### config.mk
export PLATFORM = sky130hd
export DESIGN_NAME = sdram_access_arbiter
export DESIGN_NICKNAME = d
export VERILOG_FILES = /design/src/rtl/sdram_access_arbiter.sv
export SDC_FILE = /design/constraint.sdc
export NUM_CORES = 1
export LEC_CHECK = 0
export CAP_MARGIN = 15
export CORE_AREA = 5 5 232 234
export DETAILED_ROUTE_END_ITERATION = 8
export DIE_AREA = 0 0 237 239
export PLACE_DENSITY = 0.49
export SLEW_MARGIN = 20
export SYNTH_ARGS = -nofsm -noshare
export SYNTH_HDL_FRONTEND = slang
export SYNTH_SLANG_ARGS = --single-unit
### constraint.sdc
create_clock -name iclk -period 27.3 [get_ports iclk]
set_input_delay 5.46 -clock iclk [delete_from_list [all_inputs] [get_ports iclk]]
set_output_delay 5.46 -clock iclk [all_outputs]
set_load 0.005 [all_outputs]
### src/rtl/sdram_access_arbiter.sv
// -----------------------------------------------------------------------------
// sdram_access_arbiter
//
// Two single-entry request slots (write from the capture side, read from the
// consumer side) share one SDRAM controller. A one-hot FSM grants one slot at
// a time, alternating when both are waiting. Write has priority after reset.
// Each access is bounded by a cycle counter. If no ack arrives in time, the
// access is dropped and a sticky timeout flag is raised.
//
// Ports
//   iclk, ireset             clock, asynchronous active-high reset
//   iwr_valid/addr/data      write request in; owr_busy = write slot occupied
//   ird_valid/addr           read request in;  ord_busy = read slot occupied
//   ord_data, ord_valid      last completed read data, one-cycle update pulse
//   owrite_req/address/data  write request to controller; iwrite_ack back
//   oread_req/address        read request to controller; iread_data/ack back
//   otimeout                 sticky: an access was abandoned
// -----------------------------------------------------------------------------
module sdram_access_arbiter #(
  parameter int ADDR_W  = 22,
  parameter int DATA_W  = 128,
  parameter int TIMEOUT = 1024
) (
  input  logic              iclk,
  input  logic              ireset,
  input  logic              iwr_valid,
  input  logic [ADDR_W-1:0] iwr_addr,
  input  logic [DATA_W-1:0] iwr_data,
  output logic              owr_busy,
  input  logic              ird_valid,
  input  logic [ADDR_W-1:0] ird_addr,
  output logic              ord_busy,
  output logic [DATA_W-1:0] ord_data,
  output logic              ord_valid,
  output logic              owrite_req,
  output logic [ADDR_W-1:0] owrite_address,
  output logic [DATA_W-1:0] owrite_data,
  input  logic              iwrite_ack,
  output logic              oread_req,
  output logic [ADDR_W-1:0] oread_address,
  input  logic [DATA_W-1:0] iread_data,
  input  logic              iread_ack,
  output logic              otimeout
);

  localparam int CNT_W = (TIMEOUT > 1) ? $clog2(TIMEOUT) : 1;
  localparam logic [CNT_W-1:0] CNT_LAST = CNT_W'(TIMEOUT - 1);

  typedef enum logic [4:0] {
    IDLE  = 5'b00001,
    WRITE = 5'b00010,
    WDONE = 5'b00100,
    READ  = 5'b01000,
    RDONE = 5'b10000
  } state_t;

  state_t state_reg, state_next;

  logic              wr_busy_reg;
  logic [ADDR_W-1:0] wr_addr_reg;
  logic [DATA_W-1:0] wr_data_reg;
  logic              rd_busy_reg;
  logic [ADDR_W-1:0] rd_addr_reg;
  logic [DATA_W-1:0] rd_data_reg;
  logic              rd_valid_reg;
  logic              wr_req_reg;
  logic              rd_req_reg;
  logic              timeout_reg;
  logic              rr_read_reg;   // 1: read wins the next tie
  logic [CNT_W-1:0]  cnt_reg;

  logic cnt_done;
  logic wr_take;
  logic rd_take;
  logic abort;

  assign cnt_done = (cnt_reg == CNT_LAST);

  // A slot refills only while idle. During its DONE cycle the busy flag is
  // already low, but a new request that cycle is still ignored.
  assign wr_take = iwr_valid && !wr_busy_reg && (state_reg != WDONE);
  assign rd_take = ird_valid && !rd_busy_reg && (state_reg != RDONE);

  always_comb begin
    state_next = state_reg;
    abort      = 1'b0;
    case (state_reg)
      IDLE: begin
        if (wr_busy_reg && rd_busy_reg)
          state_next = rr_read_reg ? READ : WRITE;
        else if (wr_busy_reg)
          state_next = WRITE;
        else if (rd_busy_reg)
          state_next = READ;
      end
      WRITE: begin
        // If the ack and the last allowed cycle coincide, the ack wins.
        if (iwrite_ack)
          state_next = WDONE;
        else if (cnt_done) begin
          state_next = IDLE;
          abort      = 1'b1;
        end
      end
      WDONE: state_next = IDLE;
      READ: begin
        if (iread_ack)
          state_next = RDONE;
        else if (cnt_done) begin
          state_next = IDLE;
          abort      = 1'b1;
        end
      end
      RDONE: state_next = IDLE;
      default: state_next = IDLE;
    endcase
  end

  always_ff @(posedge iclk or posedge ireset) begin
    if (ireset) begin
      state_reg    <= IDLE;
      wr_busy_reg  <= 1'b0;
      wr_addr_reg  <= '0;
      wr_data_reg  <= '0;
      rd_busy_reg  <= 1'b0;
      rd_addr_reg  <= '0;
      rd_data_reg  <= '0;
      rd_valid_reg <= 1'b0;
      wr_req_reg   <= 1'b0;
      rd_req_reg   <= 1'b0;
      timeout_reg  <= 1'b0;
      rr_read_reg  <= 1'b0;
      cnt_reg      <= '0;
    end else begin
      state_reg <= state_next;

      // Controller strobes track the state being entered, so they are
      // registered and can never be high together.
      wr_req_reg   <= (state_next == WRITE);
      rd_req_reg   <= (state_next == READ);
      rd_valid_reg <= (state_next == RDONE);

      if (wr_take) begin
        wr_busy_reg <= 1'b1;
        wr_addr_reg <= iwr_addr;
        wr_data_reg <= iwr_data;
      end else if (state_reg == WRITE && state_next != WRITE) begin
        wr_busy_reg <= 1'b0;
      end

      if (rd_take) begin
        rd_busy_reg <= 1'b1;
        rd_addr_reg <= ird_addr;
      end else if (state_reg == READ && state_next != READ) begin
        rd_busy_reg <= 1'b0;
      end

      if (state_reg == READ && iread_ack)
        rd_data_reg <= iread_data;

      if (abort)
        timeout_reg <= 1'b1;

      // Counter runs only while staying in an access state. It restarts at
      // zero on every entry, since both access states are entered from IDLE.
      if ((state_reg == WRITE && state_next == WRITE) ||
          (state_reg == READ  && state_next == READ))
        cnt_reg <= cnt_reg + 1'b1;
      else
        cnt_reg <= '0;

      if (state_reg == IDLE && state_next == WRITE)
        rr_read_reg <= 1'b1;
      else if (state_reg == IDLE && state_next == READ)
        rr_read_reg <= 1'b0;
    end
  end

  assign owr_busy       = wr_busy_reg;
  assign ord_busy       = rd_busy_reg;
  assign ord_data       = rd_data_reg;
  assign ord_valid      = rd_valid_reg;
  assign owrite_req     = wr_req_reg;
  assign owrite_address = wr_addr_reg;
  assign owrite_data    = wr_data_reg;
  assign oread_req      = rd_req_reg;
  assign oread_address  = rd_addr_reg;
  assign otimeout       = timeout_reg;

endmodule

==> flow_summary_export.csv <==
group,metric,value,unit
outcome,status,"finished clean",
critical_path,cp.required,27.71,ns
critical_path,crit_start,"iread_ack",
route,drc,0,
logic_synthesis,synthFlopType,"dfrtp_1",
clocking,cts_hold_buffers,0,
placement,io_buffers,611,
logic_synthesis,ys_seq_area_share,66.3,%
global_route,grt.overflow.total,0,
timing,skew,0.00864,ns
timing,fin_crit_sh,28.3,%
critical_path,crit_path_top_delay_cell,"buf_4",
placement,place_hpwl,30.5,mm
logic_synthesis,async_reset_ff_share,100,%
timing,tns,0,ns
floorplanning,initial_core_util,23.5,%
critical_path,end_kind,"register",
critical_path,path_cells,"clkdlybuf4s50_1 -> and3_4 -> buf_4 -> mux2_2",
floorplanning,die_w,237,µm
clocking,post_cts_buffers,0,
power,p_leak,8.24,nW
timing,tightest_slew,0.993,ns
critical_path,rr_endpoint,"ord_data[30]$_DFFE_PP0P_",
placement,dpl_worst_slack,18.94,ns
placement,gp_congestion,0.757,
finish,drive_gt1_share,20.8,%
timing,rsz0062_at_grt,"no",
floorplanning,die_y,239,µm
clocking,cts-buffers-inserted,40,
clocking,clk_pin_slew,0.06,ns
logic_synthesis,syn_nets,1041,
route,drt_pre_antenna_iters,4,
logic_synthesis,syn_inst,734,
global_route,grt_pass1_wl,59.8,mm
timing,drv_slew,0,
timing,slew_headroom,33.8,%
timing,clock.fmax,0.129,GHz
route,via_per_inst,4.06,
global_route,grt_usage,13.6,%
global_route,grt_pass1_vias,9178,
timing,fin_crit,7.72,ns
logic_synthesis,synth.top_cell.area_share,66.1,%
timing,setup_ws,19.58,ns
critical_path,max_stage_delay,0.79,ns
critical_path,cp_max_fo,66,
logic_synthesis,synth.yosys.warnings,0,
power,p_per_area,110,mW/mm²
clocking,cts_resized,0,
logic_synthesis,ys_top_cells_by_count,"dfrtp_1 (321), mux2_2 (222), mux2_1 (78)",
worst_hold_path,hold_path_class,"register to register",
floorplanning,ioPinCount,612,
clocking,clkLatencyLatePin,0.53,ns
critical_path,r2r-start,"state_reg[4]$_DFF_PP0_",
timing,finalHoldViolations,0,
power,ir_drop,0.0555,mV
clocking,h-tree-depth,2,
critical_path,reg2reg_depth,4,
logic_synthesis,netlist_area,0.0122,mm²
critical_path,crit_arrival,8.13,ns
flow_run,drv_cap,0,
clocking,cts_buffer_depth,3,
logic_synthesis,yosys-top-cells-area,"dfrtp_1 (66%), mux2_2 (21%), mux2_1 (7.2%), buf_4 (0.80%), buf_6 (0.74%)",
route,drt-total-wl,40.4,mm
critical_path,crit_type,"input port to register",
floorplanning,core,0.0518,mm²
finish,fillers,4966,
global_route,grt_max_degree,163,
logic_synthesis,yosys.cell_types.count,31,
critical_path,startpoint_type,"input port",
timing,setup_viol,0,
logic_synthesis,synth.most_common_cell,"dfrtp_1",
logic_synthesis,synth_edf_count,0,
floorplanning,die_area,0.0566,mm²
logic_synthesis,synth_top_area_cell,"dfrtp_1",
clocking,cts_sinks,322,
clocking,cts_tree,"yes",
route,vias,8445,
finish,nets,1666,
route,drt-initial-drc-count,214,
logic_synthesis,ys_ff_latch,322,
route,detail-route-antenna-nets,0,
critical_path,worst-r2r-setup-slack,24.09,ns
global_route,antenna_found_initial,7,
route,wl_per_cell,19.4,µm
finish,seq_area,0.00806,mm²
finish,multi_input_area,0.00384,mm²
finish,syn2layout_area_growth,66.4,%
floorplanning,num_rows,84,
critical_path,critPathCapture,"ord_data[30]$_DFFE_PP0P_",
logic_synthesis,syn_avg_cell_area,16.6,µm²
clocking,root_buffer,"clkbuf_16",
-- worst min-delay path by stage --
stage,endpoint,slack [ns],start,depth (start not counted)
after floorplan,cnt_reg[0]$_DFF_PP0_,0.45,cnt_reg[0]$_DFF_PP0_,1
after global placement,owrite_data[69]$_DFFE_PP0P_,0.47,owrite_data[69]$_DFFE_PP0P_,1
after detailed placement,cnt_reg[0]$_DFF_PP0_,0.47,cnt_reg[0]$_DFF_PP0_,1
after CTS,owrite_data[69]$_DFFE_PP0P_,0.49,owrite_data[69]$_DFFE_PP0P_,1
after global routing,owrite_data[18]$_DFFE_PP0P_,0.50,owrite_data[18]$_DFFE_PP0P_,1
final,owrite_data[74]$_DFFE_PP0P_,0.48,owrite_data[74]$_DFFE_PP0P_,1
-- where the power goes --
| part | internal, mW | switching [mW] |
|---|---|---|
| logic | 0.602 | 0.286 |
| registers | 0.709 | 0.117 |
| clock network | 0.304 | 0.198 |
-- routing by layer --
metal | vias to the layer above | routed length (µm) | global-route usage, %
li1 | 3854 | - | -
met1 | 4174 | 14900 | 15.1
met2 | 358 | 20600 | 23.7
met3 | 55 | 4150 | 6.37
met4 | 4 | 765 | 3.85
met5 | - | 24 | 0
-- metrics by stage --
step	hold slack, ns	power, mW	instances	area [µm²]	util (%)
floorplan	0.448	1.13	734	12200	-
global placement	0.467	1.74	2005	19000	36.6
detailed placement	0.469	1.75	2005	19000	36.6
CTS	0.486	2.27	2073	20200	39.0
global route	0.498	2.35	2077	20200	39.0
finish	0.483	2.22	2078	20200	39.0
-- cell families after synthesis --
logic type / after synthesis / synth area share [%]
and+or+nand+nor: 42 / 1.78
adders and majority gates: 1 / 0.103
DFF: 322 / 66.3
muxes: 300 / 27.8
buffers and inverters: 43 / 2.37
AOI/OAI and AO/OA: 18 / 1.05
xor gates and xnor gates: 8 / 0.577
-- layout by cell type, fill, tap and decap left out, drive strengths merged --
cell / count
and4: 3
clkdlybuf4s50: 611
o21ai: 4
nand2: 3
clkbuf: 64
clkinv: 3
nand3: 5
a311oi: 2
inv: 8
o2111ai: 1
o22ai: 4
and3: 4
dfstp: 1
xnor2: 1
or3: 1
o21bai: 1
bufinv: 1
xor2: 7
a31oi: 2
diode: 5
nor2: 18
nor4: 3
mux2: 300
dfrtp: 321
and3b: 1
ha: 1
nand4: 2
nor3: 2
a21oi: 3
buf: 7
a211o: 1
-- critical path, delay by kind of cell --
family	cells	cell delay (ns)
buf+inv	2	1.29
mux	1	0.42
simple gates	1	0.78
-- layout make-up --
| cell class | count | share of cell area [%] |
|---|---|---|
| Antenna cell | 5 | 0.0619 |
| Clock buffer | 64 | 5.85 |
| Clock inverter | 4 | 0.241 |
| Inverter | 8 | 0.186 |
| Multi-Input combinational cell | 369 | 19.0 |
| Sequential cell | 322 | 39.9 |
| Tap cell | 688 | 4.26 |
| Timing Repair Buffer | 618 | 30.6 |
Note: power is estimated with default switching activity, not from simulation.
